$ cat config.mk
export PLATFORM = sky130hd
export DESIGN_NAME = fact_sched_flat
export DESIGN_NICKNAME = d
export VERILOG_FILES = /design/src/rtl/fact_sched_if.sv /design/src/rtl/fact_sched.sv /design/src/flat_wrapper.sv
export SDC_FILE = /design/constraint.sdc
export NUM_CORES = 1
export LEC_CHECK = 0
export ABC_AREA = 1
export BUFFER_PORTS_ARGS = -buffer_cell sky130_fd_sc_hd__buf_2
export CAP_MARGIN = 0
export CORE_ASPECT_RATIO = 0.6
export CORE_UTILIZATION = 48
export CTS_CLUSTER_SIZE = 10
export DETAILED_ROUTE_END_ITERATION = 10
export PLACE_DENSITY = 0.76
export SETUP_SLACK_MARGIN = 0.4
export SLEW_MARGIN = 20
export SYNTH_ARGS = -nofsm -noshare
export SYNTH_HDL_FRONTEND = slang
export SYNTH_SLANG_ARGS = --single-unit
$ cat constraint.sdc
create_clock -name clk -period 2.3 [get_ports clk]
set_input_delay 0.46 -clock clk [delete_from_list [all_inputs] [get_ports clk]]
set_output_delay 0.46 -clock clk [all_outputs]
set_load 0.02 [all_outputs]
$ cat src/rtl/fact_sched_if.sv
// Bundle between requesters, the round-robin factorial scheduler and the shared engine.
// The scheduler takes the slave side; the requester/engine environment takes the master side.
interface fact_sched_if #(
  parameter int NREQ = 4
);
  logic [NREQ-1:0]   req;
  logic [4*NREQ-1:0] req_data;
  logic [NREQ-1:0]   gnt;
  logic [NREQ-1:0]   rsp_valid;
  logic [15:0]       rsp_fact;
  logic              rsp_ovf;
  logic              rsp_tmo;
  logic              busy;
  logic              eng_start;
  logic [3:0]        eng_data;
  logic              eng_done;
  logic [15:0]       eng_fact;

  modport slave (
    input  req, req_data, eng_done, eng_fact,
    output gnt, rsp_valid, rsp_fact, rsp_ovf, rsp_tmo, busy, eng_start, eng_data
  );

  modport master (
    output req, req_data, eng_done, eng_fact,
    input  gnt, rsp_valid, rsp_fact, rsp_ovf, rsp_tmo, busy, eng_start, eng_data
  );
endinterface

$ cat src/rtl/fact_sched.sv
// Round-robin scheduler sharing one 16-bit factorial engine among NREQ requesters,
// with overflow pre-screen, start/done sequencing and a WAIT timeout.
module fact_sched #(
  parameter int NREQ    = 4,
  parameter int TIMEOUT = 64,
  parameter int MAXN    = 8
) (
  input  logic         clk,
  input  logic         reset_n,
  fact_sched_if.slave  bus
);

  localparam int IW = (NREQ > 1) ? $clog2(NREQ) : 1;
  localparam int TW = (TIMEOUT > 1) ? $clog2(TIMEOUT) : 1;

  typedef enum logic [1:0] {S_IDLE, S_LAUNCH, S_WAIT, S_RESP} state_t;

  state_t        state;
  logic [IW-1:0] ptr;
  logic [IW-1:0] idx;
  logic [TW-1:0] timer;

  logic [3:0]      ops [NREQ];
  logic            found;
  logic [IW-1:0]   cand;
  logic [IW-1:0]   win;
  logic [3:0]      win_op;
  logic [NREQ-1:0] win_oh;

  for (genvar g = 0; g < NREQ; g++) begin : g_ops
    assign ops[g] = bus.req_data[4*g +: 4];
  end

  // Search starts just after the last served requester, so it drops to lowest priority.
  always_comb begin
    // NOTE: every variable gets a default before any conditional write, so no latch is inferred.
    found  = 1'b0;
    cand   = '0;
    win    = ptr;
    win_oh = '0;
    for (int k = 1; k <= NREQ; k++) begin
      cand = IW'((int'(ptr) + k) % NREQ);
      if (!found && bus.req[cand]) begin
        found = 1'b1;
        win   = cand;
      end
    end
    win_op      = ops[win];
    win_oh[win] = 1'b1;
  end

  always_ff @(posedge clk or posedge reset_n) begin
    if (reset_n) begin
      state         <= S_IDLE;
      ptr           <= IW'(NREQ - 1);
      idx           <= '0;
      timer         <= '0;
      bus.gnt       <= '0;
      bus.rsp_valid <= '0;
      bus.rsp_fact  <= '0;
      bus.rsp_ovf   <= 1'b0;
      bus.rsp_tmo   <= 1'b0;
      bus.busy      <= 1'b0;
      bus.eng_start <= 1'b0;
      bus.eng_data  <= '0;
    end else begin
      // NOTE: non-blocking assignments so every register updates from pre-edge values.
      unique case (state)
        S_IDLE: begin
          if (found) begin
            idx      <= win;
            bus.gnt  <= win_oh;
            bus.busy <= 1'b1;
            if (int'(win_op) > MAXN) begin
              // Result would not fit in 16 bits: answer directly, engine untouched.
              state         <= S_RESP;
              bus.rsp_valid <= win_oh;
              bus.rsp_fact  <= '0;
              bus.rsp_ovf   <= 1'b1;
              bus.rsp_tmo   <= 1'b0;
            end else begin
              state         <= S_LAUNCH;
              bus.eng_start <= 1'b1;
              bus.eng_data  <= win_op;
            end
          end
        end

        S_LAUNCH: begin
          // A done seen while start is still high belongs to nothing we launched.
          bus.eng_start <= 1'b0;
          timer         <= '0;
          state         <= S_WAIT;
        end

        S_WAIT: begin
          if (bus.eng_done) begin
            state         <= S_RESP;
            bus.rsp_valid <= bus.gnt;
            bus.rsp_fact  <= bus.eng_fact;
            bus.rsp_ovf   <= 1'b0;
            bus.rsp_tmo   <= 1'b0;
          end else if (timer == TW'(TIMEOUT - 1)) begin
            state         <= S_RESP;
            bus.rsp_valid <= bus.gnt;
            bus.rsp_fact  <= '0;
            bus.rsp_ovf   <= 1'b0;
            bus.rsp_tmo   <= 1'b1;
          end else begin
            timer <= timer + TW'(1);
          end
        end

        S_RESP: begin
          bus.rsp_valid <= '0;
          bus.rsp_ovf   <= 1'b0;
          bus.rsp_tmo   <= 1'b0;
          bus.gnt       <= '0;
          bus.busy      <= 1'b0;
          ptr           <= idx;
          state         <= S_IDLE;
        end

        default: state <= S_IDLE;
      endcase
    end
  end

endmodule

$ cat src/flat_wrapper.sv
// flat-port wrapper written by rule: the top's interface ports become plain ports
module fact_sched_flat 
#(
  parameter int NREQ    = 4,
  parameter int TIMEOUT = 64,
  parameter int MAXN    = 8
)
  (clk, reset_n, bus_req, bus_req_data, bus_eng_done, bus_eng_fact, bus_gnt, bus_rsp_valid, bus_rsp_fact, bus_rsp_ovf, bus_rsp_tmo, bus_busy, bus_eng_start, bus_eng_data);
  fact_sched_if #(.NREQ(NREQ)) bus_i ();
  input  logic clk;
  input  logic reset_n;
  input wire logic [$bits(bus_i.req)-1:0] bus_req;
  input wire logic [$bits(bus_i.req_data)-1:0] bus_req_data;
  input wire logic [$bits(bus_i.eng_done)-1:0] bus_eng_done;
  input wire logic [$bits(bus_i.eng_fact)-1:0] bus_eng_fact;
  output wire logic [$bits(bus_i.gnt)-1:0] bus_gnt;
  output wire logic [$bits(bus_i.rsp_valid)-1:0] bus_rsp_valid;
  output wire logic [$bits(bus_i.rsp_fact)-1:0] bus_rsp_fact;
  output wire logic [$bits(bus_i.rsp_ovf)-1:0] bus_rsp_ovf;
  output wire logic [$bits(bus_i.rsp_tmo)-1:0] bus_rsp_tmo;
  output wire logic [$bits(bus_i.busy)-1:0] bus_busy;
  output wire logic [$bits(bus_i.eng_start)-1:0] bus_eng_start;
  output wire logic [$bits(bus_i.eng_data)-1:0] bus_eng_data;
  assign bus_i.req = bus_req;
  assign bus_i.req_data = bus_req_data;
  assign bus_i.eng_done = bus_eng_done;
  assign bus_i.eng_fact = bus_eng_fact;
  assign bus_gnt = bus_i.gnt;
  assign bus_rsp_valid = bus_i.rsp_valid;
  assign bus_rsp_fact = bus_i.rsp_fact;
  assign bus_rsp_ovf = bus_i.rsp_ovf;
  assign bus_rsp_tmo = bus_i.rsp_tmo;
  assign bus_busy = bus_i.busy;
  assign bus_eng_start = bus_i.eng_start;
  assign bus_eng_data = bus_i.eng_data;
  fact_sched #(.NREQ(NREQ), .TIMEOUT(TIMEOUT), .MAXN(MAXN)) u_core (.clk(clk), .reset_n(reset_n), .bus(bus_i));
endmodule
; Yosys cells after proc, flatten, opt, wreduce, memory -nomap -nowiden
; Index checks and enable logic that the tools add are counted.
[totals]
reg_bits = 44
latch_bits = 0
ramBits = 0
rom_bits = 0
input_bits = 39
out_inout_bits = 32
wordCells = 114
mem_count = 0
[op_classes]
add_sub_neg = 5
multipliers = 0
div = 0
n_lt_le_gt_ge = 8
n_eq_ne = 10
shift = 0
mux = 56
bitwise_logic = 2
reduce_logical = 21
[ops]
columns = cell, count
row1 = 2-to-1 mux 16 bit, 4
row2 = case mux 16 bit (2 select lines), 1
row3 = 2-to-1 mux 4 bit, 7
row4 = 2-to-1 mux 1 bit, 20
row5 = 2-to-1 mux 2 bit, 8
row6 = less-than comparator 2 x 3 -> 1 bit (second input constant), 5
row7 = 2-to-1 mux 6 bit, 2
row8 = case mux 4 bit (3 select lines), 1
row9 = case mux 6 bit (2 select lines), 1
row10 = AND reduction 3 bit, 3
row11 = binary-select mux 1 bit (select 2 bit), 4
row12 = binary-select mux 4 bit (select 2 bit), 1
row13 = case mux 2 bit (4 select lines), 1
row14 = case mux 4 bit (2 select lines), 1
row15 = AND reduction 4 bit, 2
row16 = nonzero test 2 bit, 4
row17 = adder 6 x 1 -> 6 bit (second input constant), 1
row18 = equality test 6 bit (second input constant), 1
row19 = != test 2 bit (second input constant), 3
row20 = case mux 1 bit (3 select lines), 2
row21 = AND reduction 2 bit, 3
row22 = adder 2 x 1 -> 2 bit (second input constant), 2
row23 = adder 2 bit (second input constant), 2
row24 = equality test 2 bit (second input constant), 2
row25 = other kinds (14), 21

; Logic depth before layout (Yosys ltp)
; Gate-level depths: netlist of run 1.
[depth]
word_depth = 21
ltp_mapped = 23

; Worst setup path before layout of run 1
; Ideal clock, no wire load.
[synth_path]
kind = register to register
startpoint = reg u_core.ptr[0]
endpoint = reg u_core.bus.rsp_fact[0]
setup_time_ns = 0.116
arrival_ns = 2.190
path_slack_ns = -0.006
stages_incl_launch_ff = 23
period_less_slack_ns = 2.306
cell_sequence = dfstp_2 -> inv_2 -> buf_6 -> nand2_1 -> nand2_2 -> nand2_2 -> nand2_4 -> nand2_4 -> nand2_2 -> nand2_4 -> nand2_4 -> buf_8 -> nand2_1 -> nand2_1 -> nand2_1 -> nand2_2 -> nand3_4 -> nand3_4 -> nand2_8 -> nand2_8 -> buf_12 -> nand2_4 -> nand2_2
[synth_between]
elab_chain_cells = 20
[synth_lines]
columns = item, line_no
row1 = from (decl), fact_sched.sv:19  ; logic [IW-1:0] ptr;
row2 = from (signal assigned), fact_sched.sv:55  ; ptr <= IW'(NREQ - 1);
row3 = from (signal assigned), fact_sched.sv:120  ; ptr <= idx;
row4 = adder 2 x 1 -> 2 bit, fact_sched.sv:42  ; cand = IW'((int'(ptr) + k) % NREQ);
row5 = binary-select mux 1 bit (select 2 bit), fact_sched.sv:43  ; if (!found && bus.req[cand]) begin
row6 = 2-to-1 mux 1 bit (not written as such), fact_sched.sv:43
row7 = 2-to-1 mux 1 bit, fact_sched.sv:43
row8 = logical NOT 1 bit, fact_sched.sv:43
row9 = logical AND 1 bit, fact_sched.sv:43
row10 = 2-to-1 mux 1 bit, fact_sched.sv:43
row11 = logical NOT 1 bit, fact_sched.sv:43
row12 = [3 not listed], n/a
row13 = logical AND 1 bit, fact_sched.sv:43
row14 = 2-to-1 mux 2 bit, fact_sched.sv:43
row15 = NOT 2 -> 3 bit (not written as such), fact_sched.sv:48  ; win_op = ops[win];
row16 = binary-select mux 4 bit (select 2 bit), fact_sched.sv:48
row17 = 2-to-1 mux 4 bit (not written as such) (2 in series), fact_sched.sv:48
row18 = > comparator 4 bit, fact_sched.sv:74  ; if (int'(win_op) > MAXN) begin
row19 = != test 2 x 1 -> 1 bit (no line), n/a
row20 = AND reduction 4 bit (no line) (*), n/a
row21 = to (signal assigned), fact_sched.sv:100  ; bus.rsp_fact <= bus.eng_fact;
row22 = to (decl), fact_sched_if.sv:21  ; output gnt, rsp_valid, rsp_fact, rsp_ovf, rsp_tmo, busy, eng_start, eng_data
; Mark *: on every way between the ends. The rest lies on a longest branch, timed or not. The select of a mux whose other input is x is not followed.
; A chain may end at the register's enable or synchronous reset.

; Worst setup path after layout of run 1
[layout_path]
startpoint = reg u_core.ptr[0]
endpoint = reg u_core.bus.rsp_fact[4]
; The elaborated chain is that of the path after synthesis.

==> metrics, run 1 <==
grt total ovfl=0; Arr. time, crit path=2.70 ns; final hold vios=0; Starting Density=0.499; top post-synthesis cells by count=93 x nand2_1, 43 x inv_1, 42 x dfrtp_1, 33 x nand3_1, 30 x nand2_2; Slew Limit Fails=0; YS warnings=0; failing checks=setup timing; Tmin final=2.51 ns; Setup violations, final=28; Layout Skew=between 0.005 and 0.006 ns; synth unique cells=35; PortBufs=70; Max-slew headroom=0.618; synthesized cell area=around 0.0028 mm²; RSZ-0062 raised after global routing=true; main area contributors after synthesis=dfrtp_1 38%, nand2_1 13%, nand2_2 6.8%; largest net degree at the start of global routing=45; Critical Path, Cell by Cell=buf_6, nand2_2, nand2_4, nand2_4, nand2_4, clkinv_4, nand3_1, nand3_2, nand2_4, inv_4, nand2_1, nand2_2, inv_2, nand3_4, nand3_4, nand2_8, buf_12, nand3_1, nand2_2; hold_buf cts=0; Tot Pwr=7.14 mW; Period Utilization, post-route=1.09; largest area contributor in the netlist=dfrtp_1; FMAX=0.399 GHz; Main synth FF type=dfrtp_1; All-Layer GR Usage=0.232; top-count cell post-synth=nand2_1; core area=0.00557 mm²; Hold/Removal Path Class=input port to asynchronous set/reset pin; hold_ws=0.288 ns; CP Capture Type=register; share of cells above drive strength 1=0.470; Slowest cell on crit path=dfstp_2; crit-path max FO=9; VDD IR max=815 µV; initial antenna violation count=0; EDFF count, synth=0; placed cell count=~520; Layout area overhead=39.4%; die height=60.9 µm; 1st-pass router iterations=5; placed instance area=0.00338 mm²; DRC violation count after routing=0; CTS tree=built; Mapped Nets=399; remaining antenna violation count=0; top cell type's share of synthesized area=0.378; CP most frequent cell=nand2_4; register bit total from synthesis=44; # rows=21; Fillers=419; status=finished, violations left; pwr dens=1840 mW/mm²; final worst-path setup slack=-0.206 ns; # IOs=71; drt wl/cell=13.0 µm; Clock Path Buffers=2; Post-Route WL=between 7 and 8 mm; Critical Path Max Stage Delay=between 0.6 and 0.7 ns; Leakage=about 2.1 nW; Vias=2762; post-layout net count=515; Avg Inst Size Synth=7.83 µm²; final cell count without fillers=552; maxcap violations=0; Inserted Diodes=0; global-route wire length before repair=10.9 mm; Root Buffer=clkbuf_8; TNS Setup=-2.93 ns; fin area=0.00387 mm²; number of global-route vias before repair=2365; Iteration-0 DRC Markers=roughly 150; die area=slightly above 0.006 mm²; Final GP Congestion=0.833; worst path required time=roughly 2.5 ns; register area share after synthesis=0.397; # clock sinks=44; Die Width=100 µm; clock network latency to the later pin of the worst-skew pair=0.30 ns; kind of critical path=register to register; H-tree levels=2; clock-pin slew on the worst setup and hold paths=0.08 ns; Syn Inst Count=355; dpl hpwl=4.78 mm; Vias/cell=5.00; Async SR Flop Fraction=1.00; R2R setup slack=-0.21 ns; Worst-Margin Slew=0.572 ns; CTS buffer count=5; Critical Path Source Type=register
==> timing repair <==
item	in CTS	in global routing
pin swaps	10	13
gates resized for setup	28	33
setup buffers	11	8
setup endpoints to repair	40	40
cloned	2	0
==> placed cells by master, fill, tap and decap left out, types with 2 or more instances in the layout <==
cell type  synthesis  final
a21oi_1            6      4
a21oi_2            0      2
buf_12             1      3
buf_2              0     70
buf_4              1     39
buf_6              2      3
clkbuf_8           0      6
clkinv_2           0      2
dfrtp_1           42     41
dfstp_2            2      2
ha_1               5      4
inv_1             43     36
inv_2              5      9
inv_4              1      3
nand2_1           93     79
nand2_2           30     33
nand2_4           15     24
nand2_8            2      6
nand3_1           33     31
nand3_2            1      2
nand3_4            3      4
nand4_1            7      7
nor2_1            25     20
nor2_2             1      2
nor2_4             0      4
nor3_1             4      4
o21ai_0            8      5
o21ai_1            3      4
o21ai_2            1      3
o22ai_1            8      8
==> metrics by stage <==
stage	setup WS, ns	util
floorplan	-0.00310	-
global placement	-0.120	0.607
detailed placement	-0.172	0.607
CTS	-0.0843	0.661
global route	-0.321	0.696
finish	-0.206	0.696
==> cell type report <==
| type | instances | area [µm²] | share of cell area |
|---|---|---|---|
| clock inverters | 2 | 10.0 | 0.00258 |
| well taps | 80 | 100 | 0.0258 |
| multi-input cells | 255 | 1640 | 0.423 |
| repair buffers | 115 | 737 | 0.190 |
| clock buffers | 6 | 82.6 | 0.0213 |
| flip-flops and latches | 44 | 1100 | 0.285 |
| inverters | 50 | 200 | 0.0517 |
==> final timing paths <==
path | start | to | cells past startpoint
worst max-delay path | u_core.ptr[0] | u_core.bus.rsp_fact[4] | 19
worst min-delay path | reset_n | u_core.bus.rsp_tmo | 3
worst max register to register | u_core.ptr[0] | u_core.bus.rsp_fact[4] | 19
worst min register to register | u_core.bus.rsp_fact[14] | u_core.bus.rsp_fact[14] | 2
max in group asynchronous | reset_n | u_core.state[1] | 3
min in group clk | bus_eng_fact[11] | u_core.bus.rsp_fact[11] | 5
==> worst max-delay path: cells and delay by family, from the launching register on <==
kind	cells	cell delay, ns
DFF	1	0.62
buffers and inverters	5	0.50
and+or+nand+nor	14	1.27
==> report_power, final <==
part / total [mW] / switching [mW] / internal, mW / leakage, nW
sequential: 1.36 / 0.250 / 1.11 / 0.577
combinational: 5.28 / 3.10 / 2.17 / 1.52
clock: 0.501 / 0.261 / 0.240 / 0.0510
==> cell families (layout without fill, tap and decap cells) <==
kind of cell / Yosys count / count (layout) / share of synthesized area
AO/OA/AOI/OAI: 31 / 31 / 0.0653
XOR/XNOR: 1 / 1 / 0.00315
adder cells (fa/ha/maj): 5 / 5 / 0.0225
buffers and inverters: 58 / 173 / 0.0977
flip-flops: 44 / 44 / 0.397
AND/OR/NAND/NOR: 216 / 218 / 0.414
==> state kept, by name (all words and copies together) (netlist names), 2 cells and up <==
name                  count
u_core.bus.eng_data       4
u_core.idx                2
u_core.bus.gnt            4
u_core.ptr                2
u_core.state              2
u_core.bus.rsp_fact      16
u_core.bus.rsp_valid      4
u_core.timer              6
==> layer usage <==
metal	routed length (µm)	track usage	up-vias
met4	106	0.0704	0
met3	322	0.0438	13
met1	3430	0.333	1320
met2	3320	0.362	76
met5	0	0	-
li1	-	-	1353
(Power assumes the default switching activity.)
==> run 2, diff against run 1 <==
--- a/config.mk
+++ b/config.mk
@@ -5,15 +5,16 @@
 export SDC_FILE = /design/constraint.sdc
 export NUM_CORES = 1
 export LEC_CHECK = 0
-export ABC_AREA = 1
+export ABC_AREA = 0
 export BUFFER_PORTS_ARGS = -buffer_cell sky130_fd_sc_hd__buf_2
 export CAP_MARGIN = 0
 export CORE_ASPECT_RATIO = 0.6
-export CORE_UTILIZATION = 48
+export CORE_UTILIZATION = 47
 export CTS_CLUSTER_SIZE = 10
 export DETAILED_ROUTE_END_ITERATION = 10
-export PLACE_DENSITY = 0.76
+export PLACE_DENSITY = 0.77
 export SETUP_SLACK_MARGIN = 0.4
+export SKIP_CTS_REPAIR_TIMING = 1
 export SLEW_MARGIN = 20
 export SYNTH_ARGS = -nofsm -noshare
 export SYNTH_HDL_FRONTEND = slang
==> run 2 against run 1 <==
Effect of this change:
- the flow still finishes with violations (setup timing)
- hold slack worse by 0.017 ns
- final cell count down 28%
- critical endpoint is now u_core.bus.rsp_tmo
- synthesized cell count decreased by 36%
- routed wire length down 0.32%
- highest routed layer unchanged
==> metrics, run 2 <==
status=finished, violations left; failing checks=setup timing; PortBufs=70 (unchanged); Root Buffer=clkbuf_8; final worst-path setup slack=-0.277 ns (-0.0716 ns); maxcap violations=0 (unchanged); VDD IR max=818 µV (+0.37%); Fillers=325 (-22%); clock network latency to the later pin of the worst-skew pair=0.31 ns (about the same); main area contributors after synthesis=dfrtp_1 44%, a32o_1 6.7%, nor2_1 3.1%; die height=57.4 µm (-5.9%); Hold/Removal Path Class=input port to asynchronous set/reset pin; post-layout net count=377 (-27%); Final Core Density=0.736 (+0.0407); Mapped Nets=272 (-32%); final hold vios=0 (unchanged); # clock sinks=44 (unchanged); synth unique cells=61 (+74%); register bit total from synthesis=44 (unchanged); share of cells above drive strength 1=0.521 (+0.0506); Worst-Margin Slew=0.550 ns (-0.0219 ns); Tmin final=2.58 ns (+0.0716 ns); largest area contributor in the netlist=dfrtp_1; worst path required time=2.48 ns (about the same); core area=0.00473 mm² (-15%); top cell type's share of synthesized area=0.438 (+0.0595); RSZ-0062 raised after global routing=true; kind of critical path=register to register; Max-slew headroom=0.633 (+0.0155); Clock Path Buffers=2 (unchanged); clock-pin slew on the worst setup and hold paths=0.09 ns (about the same); Vias/cell=6.01 (+20%); crit-path leading delay family=compound AO/OA/AOI/OAI gates; initial antenna violation count=0 (unchanged); most frequent cells in the layout=70 x buf_2, 42 x dfrtp_1, 34 x buf_4, 16 x nand2_1, 16 x a32o_1; CTS tree=built; Final GP Congestion=0.820 (-1.6%); register area share after synthesis=0.460 (+0.0625); CP Capture Type=register; All-Layer GR Usage=0.234 (+0.00153); multi-input gate area in the final layout=0.00145 mm² (-12%); Slowest cell on crit path=dfstp_2; Layout area overhead=45.1%; synthesized cell area=0.00240 mm² (-14%); Period Utilization, post-route=1.12 (+0.0311); commonest non-fill, non-tap cell in the layout=buf_2; YS warnings=0 (unchanged); FMAX=0.388 GHz (-2.8%); CP bufs+invs=1 (-4); number of global-route vias before repair=2028 (-14%); largest reg by FF count=u_core.bus.rsp_fact; largest net degree at the start of global routing=45 (unchanged); crit-path max FO=6 (-3); Leakage=1.61 nW (-25%); H-tree levels=2 (unchanged); Syn Inst Count=228 (-36%); global-route wire length before repair=9.71 mm (-11%); Critical Path, Cell by Cell=o21a_1, o21ai_0, o311ai_4, a21oi_1, o31ai_2, buf_4, a211oi_4, mux2_4; die area=0.00541 mm² (-11%); DRC violation count after routing=0 (unchanged); Vias=2387 (-14%); grt total ovfl=0 (unchanged); Iteration-0 DRC Markers=186 (+23%); Largest register FFs=16 (unchanged); # rows=19 (-9.5%); drt wl/cell=18.0 µm (+39%); Avg Inst Size Synth=10.5 µm² (+35%); dpl hpwl=4.40 mm (-8.0%); pwr dens=1580 mW/mm² (-14%); Top Registers=u_core.bus.rsp_fact: 16 flops, u_core.timer: 6 flops; Critical Path Source Type=register; Setup violations, final=27 (-3.6%); EDFF count, synth=0 (unchanged); Layout Skew=0.0142 ns (+0.00840 ns); register area=0.00110 mm² (-0.11%); Slew Limit Fails=0 (unchanged); Main synth FF type=dfrtp_1; Arr. time, crit path=2.76 ns (+0.06 ns); # IOs=71 (unchanged); CTS buffer count=5 (unchanged); Async SR Flop Fraction=1.00 (unchanged); placed instance area=0.00300 mm² (-11%); Die Width=94.3 µm (-5.9%); top post-synthesis cells by count=42 x dfrtp_1, 20 x nor2_1, 19 x nand2_1, 16 x a32o_1, 10 x o21ai_0; remaining antenna violation count=0 (unchanged); Inserted Diodes=0 (unchanged); Post-Route WL=7.15 mm (-0.32%); Starting Density=0.508 (+0.00866); top-count cell post-synth=dfrtp_1; Critical Path Max Stage Delay=0.41 ns (-0.21 ns); fin area=0.00348 mm² (-10%); 1st-pass router iterations=5 (unchanged)
run 2: worst min-delay path: cells and delay by family:
family   cells  cell delay (ns)
buf+inv      3             0.58
run 2: layout make-up:
cell class | count | area share
sequential | 44 | 0.317
timing repair buffer | 113 | 0.208
clock inverter | 2 | 0.0101
inverter | 6 | 0.00647
clock buffer | 6 | 0.0208
multi-input combinational | 163 | 0.415
tap | 63 | 0.0226
run 2: where the power goes:
group,internal (mW),switching [mW]
sequential,1.10,0.239
clock,0.323,0.273
combinational,1.64,1.93
run 2: through the flow:
stage / setup slack (ns) / setup TNS [ns] / hold slack (ns) / power [mW] / cells
6_report: -0.277 / -5.52 / 0.271 / 5.50 / 397
5_1_grt: -0.335 / -7.16 / 0.321 / 5.80 / 397
4_1_cts: -0.336 / -6.55 / 0.297 / 4.71 / 380
3_5_place_dp: -0.367 / -7.08 / 0.472 / 4.11 / 372
3_3_place_gp: -0.320 / -6.27 / 0.462 / 4.05 / 372
2_1_floorplan: -0.153 / -1.68 / 0.444 / 3.26 / 228
run 2: worst paths after layout:
kind                       depth (start not counted)       startpoint                       to  slack, ns
min in group clk                                   2  bus_eng_fact[5]   u_core.bus.rsp_fact[5]       0.40
hold reg to reg                                    2    u_core.idx[0]            u_core.idx[0]       0.49
setup reg to reg                                   8    u_core.ptr[0]       u_core.bus.rsp_tmo      -0.28
hold / removal                                     3          reset_n  u_core.bus.rsp_valid[0]       0.27
max in group asynchronous                          3          reset_n     u_core.bus.eng_start       1.65
setup / recovery                                   8    u_core.ptr[0]       u_core.bus.rsp_tmo      -0.28
run 2: kinds of logic after synthesis:
| group | synth area share |
|---|---|
| AND/OR/NAND/NOR | 0.160 |
| multiplexers | 0.0271 |
| adder cells (fa/ha/maj) | 0.0261 |
| AO/OA/AOI/OAI | 0.268 |
| XOR/XNOR | 0.0146 |
| flip-flops | 0.460 |
| buffers and inverters | 0.0443 |
run 2: metal layers:
| layer | GRT usage | up-vias | wire [µm] |
|---|---|---|---|
| li1 | - | 1075 | - |
| met1 | 0.366 | 1188 | 3210 |
| met2 | 0.329 | 99 | 3330 |
| met3 | 0.0480 | 25 | 405 |
| met4 | 0.0527 | 0 | 195 |
| met5 | 0 | - | 0 |
==> run 3, diff against run 2 <==
--- a/config.mk
+++ b/config.mk
@@ -9,6 +9,7 @@
 export BUFFER_PORTS_ARGS = -buffer_cell sky130_fd_sc_hd__buf_2
 export CAP_MARGIN = 0
 export CORE_ASPECT_RATIO = 0.6
+export CORE_MARGIN = 8
 export CORE_UTILIZATION = 47
 export CTS_CLUSTER_SIZE = 10
 export DETAILED_ROUTE_END_ITERATION = 10
==> run 3 against run 2 <==
Effect of this change:
- via count down 2.1%
- first-iteration DRC count decreased by 22%
- largest power group unchanged
- largest cell class unchanged
- final area rose by 0.65%
- routed wire length rose by 5.5%
- the flow still finishes with violations (setup timing)
- register-to-register slack worse by 0.10 ns
==> metrics, run 3 (synthesis results as in run 2) <==
status=finished, violations left; failing checks=setup timing; commonest non-fill, non-tap cell in the layout=buf_2; Vias=2337 (-2.1%); FF-to-FF path depth=9 (+1); dpl hpwl=5.00 mm (+14%); Max-slew headroom=0.587 (-0.0458); Leakage=1.62 nW (+0.69%); R2R setup slack=-0.38 ns (-0.10 ns); share of power burned in registers=0.229 (-0.014); number of global-route vias before repair=2322 (+14%); remaining antenna violation count=0 (unchanged); Slew Limit Fails=0 (unchanged); PortBufs=70 (unchanged); clock-pin slew on the worst setup and hold paths=0.09 ns (about the same); DRT met1 WL=3.36 mm (+4.7%); Root Buffer=clkbuf_8; Reg2Reg Launch Point=u_core.ptr[1]; Arr. time, crit path=2.86 ns (+0.10 ns); Iteration-0 DRC Markers=146 (-22%); # rows=20 (+1); Top Registers=u_core.bus.rsp_fact: 16 flops, u_core.timer: 6 flops; placed instance area=0.00301 mm² (+0.21%); core area=0.00498 mm² (+5.3%); largest net degree at the start of global routing=45 (unchanged); Vias/cell=5.86 (-2.6%); Hold/Removal Path Class=input port to asynchronous set/reset pin; global-route wire length before repair=11.1 mm (+14%); Largest register FFs=16 (unchanged); Worst setup endpoint=u_core.bus.eng_data[1]; DRC violation count after routing=0 (unchanged); Slowest cell on crit path=o311ai_4; CTS tree=built; Post-Route WL=7.54 mm (+5.5%); CTS buffer count=5 (unchanged); H-tree levels=2 (unchanged); final worst-path setup slack=-0.379 ns (-0.102 ns); FMAX=0.373 GHz (-3.8%); grt total ovfl=0 (unchanged); All-Layer GR Usage=0.176 (-0.0583); Sw Pwr=2.46 mW (+0.82%); largest reg by FF count=u_core.bus.rsp_fact; max layer used=met4; WL met3=596 µm (+47%); Inserted Diodes=0 (unchanged); switching portion of total power=0.426 (-0.0172); Die Width=108 µm (+15%); kind of critical path=register to register; Period Utilization, post-route=1.16 (+0.0444); maxcap violations=0 (unchanged); crit-path max FO=7 (+1); Final Core Density=0.704 (-0.0323); most frequent cells in the layout=72 x buf_2, 42 x dfrtp_1, 28 x buf_4, 17 x nand2_1, 16 x a32o_1; # IOs=71 (unchanged); final hold vios=0 (unchanged); Critical Path Source=u_core.ptr[1]; Worst-Margin Slew=0.619 ns (+0.0687 ns); RSZ-0062 raised after global routing=true; pwr dens=1650 mW/mm² (+4.2%); Layout area overhead=46.0%; Clock Path Buffers=2 (unchanged); Layout Skew=0.00876 ns (-0.00540 ns); Pint=3.31 mW (+8.2%); # clock sinks=44 (unchanged); fin area=0.00351 mm² (+0.65%); clock power share=0.142 (+0.034); die height=71.4 µm (+24%); Critical Path, Cell by Cell=buf_6, buf_6, buf_4, o311ai_4, o211ai_1, and2_1, buf_4, o211a_1, a221o_1; clock network latency to the later pin of the worst-skew pair=0.30 ns (about the same); hold_ws=0.307 ns (+0.0362 ns); die area=0.00773 mm² (+43%); post-layout net count=376 (-0.27%); VDD IR max=771 µV (-5.7%); Critical Path Max Stage Delay=0.52 ns (+0.11 ns); Final GP Congestion=0.875 (+6.7%); share of cells above drive strength 1=0.517 (-0.00444); worst path required time=2.48 ns (about the same); reg-to-reg endpoint=u_core.bus.eng_data[1]; Starting Density=0.482 (-0.0254); drt wl/cell=18.9 µm (+5.0%); initial antenna violation count=0 (unchanged); 1st-pass router iterations=4 (-1); Tmin final=2.68 ns (+0.102 ns); Critical Path Source Type=register; combinational power share=0.629 (-0.020); Setup violations, final=28 (+3.7%); CP Capture Type=register; met2 wire len=3.41 mm (+2.1%)
[run 3: metrics by stage]
| stage | total power [mW] | setup TNS, ns | setup WS (ns) | cells |
|---|---|---|---|---|
| after floorplan | 3.26 | -1.68 | -0.153 | 228 |
| after global placement | 4.08 | -7.33 | -0.358 | 377 |
| after detailed placement | 4.16 | -8.85 | -0.434 | 377 |
| after CTS | 5.00 | -7.87 | -0.390 | 385 |
| after global routing | 6.11 | -8.99 | -0.413 | 399 |
| final | 5.77 | -7.60 | -0.379 | 399 |
[run 3: power groups by stage]
stage | registers, mW | clock network (mW) | logic, mW
floorplan | 1.55 | 0 | 1.71
global placement | 1.31 | 0 | 2.77
detailed placement | 1.31 | 0 | 2.85
CTS | 1.31 | 0.822 | 2.88
global route | 1.37 | 0.851 | 3.89
finish | 1.32 | 0.817 | 3.63
[run 3: final cells by class]
type,count,area (µm²)
clock buffer,5,68.8
clock inverter,3,90.1
fill,364,1470
inverter,6,22.5
multi-input combinational,163,1420
sequential,44,1100
tap,66,82.6
timing repair buffer,112,714
[run 3: metal layers]
layer / up-vias / GRT usage
met3: 21 / 0.0636
met1: 1146 / 0.234
li1: 1079 / -
met5: - / 0
met2: 91 / 0.262
met4: 0 / 0.0452
[run 3: how the worst min path moves through the flow]
| stage | from | cells after the start | end | slack [ns] |
|---|---|---|---|---|
| after CTS | reset_n | 3 | u_core.bus.rsp_fact[1] | 0.32 |
| final | reset_n | 3 | u_core.timer[3] | 0.31 |
| after global routing | reset_n | 3 | u_core.timer[3] | 0.36 |
| after global placement | u_core.idx[0] | 2 | u_core.idx[0] | 0.46 |
| after floorplan | u_core.idx[0] | 2 | u_core.idx[0] | 0.44 |
| after detailed placement | u_core.bus.rsp_fact[13] | 1 | u_core.bus.rsp_fact[13] | 0.48 |
[run 3: critical path, delay by kind of cell (launching register included)]
kind                   cells  cell delay (ns)
buffers and inverters      4             0.57
AO/OA/AOI/OAI              4             1.29
AND/OR/NAND/NOR            1             0.29
flip-flops                 1             0.40
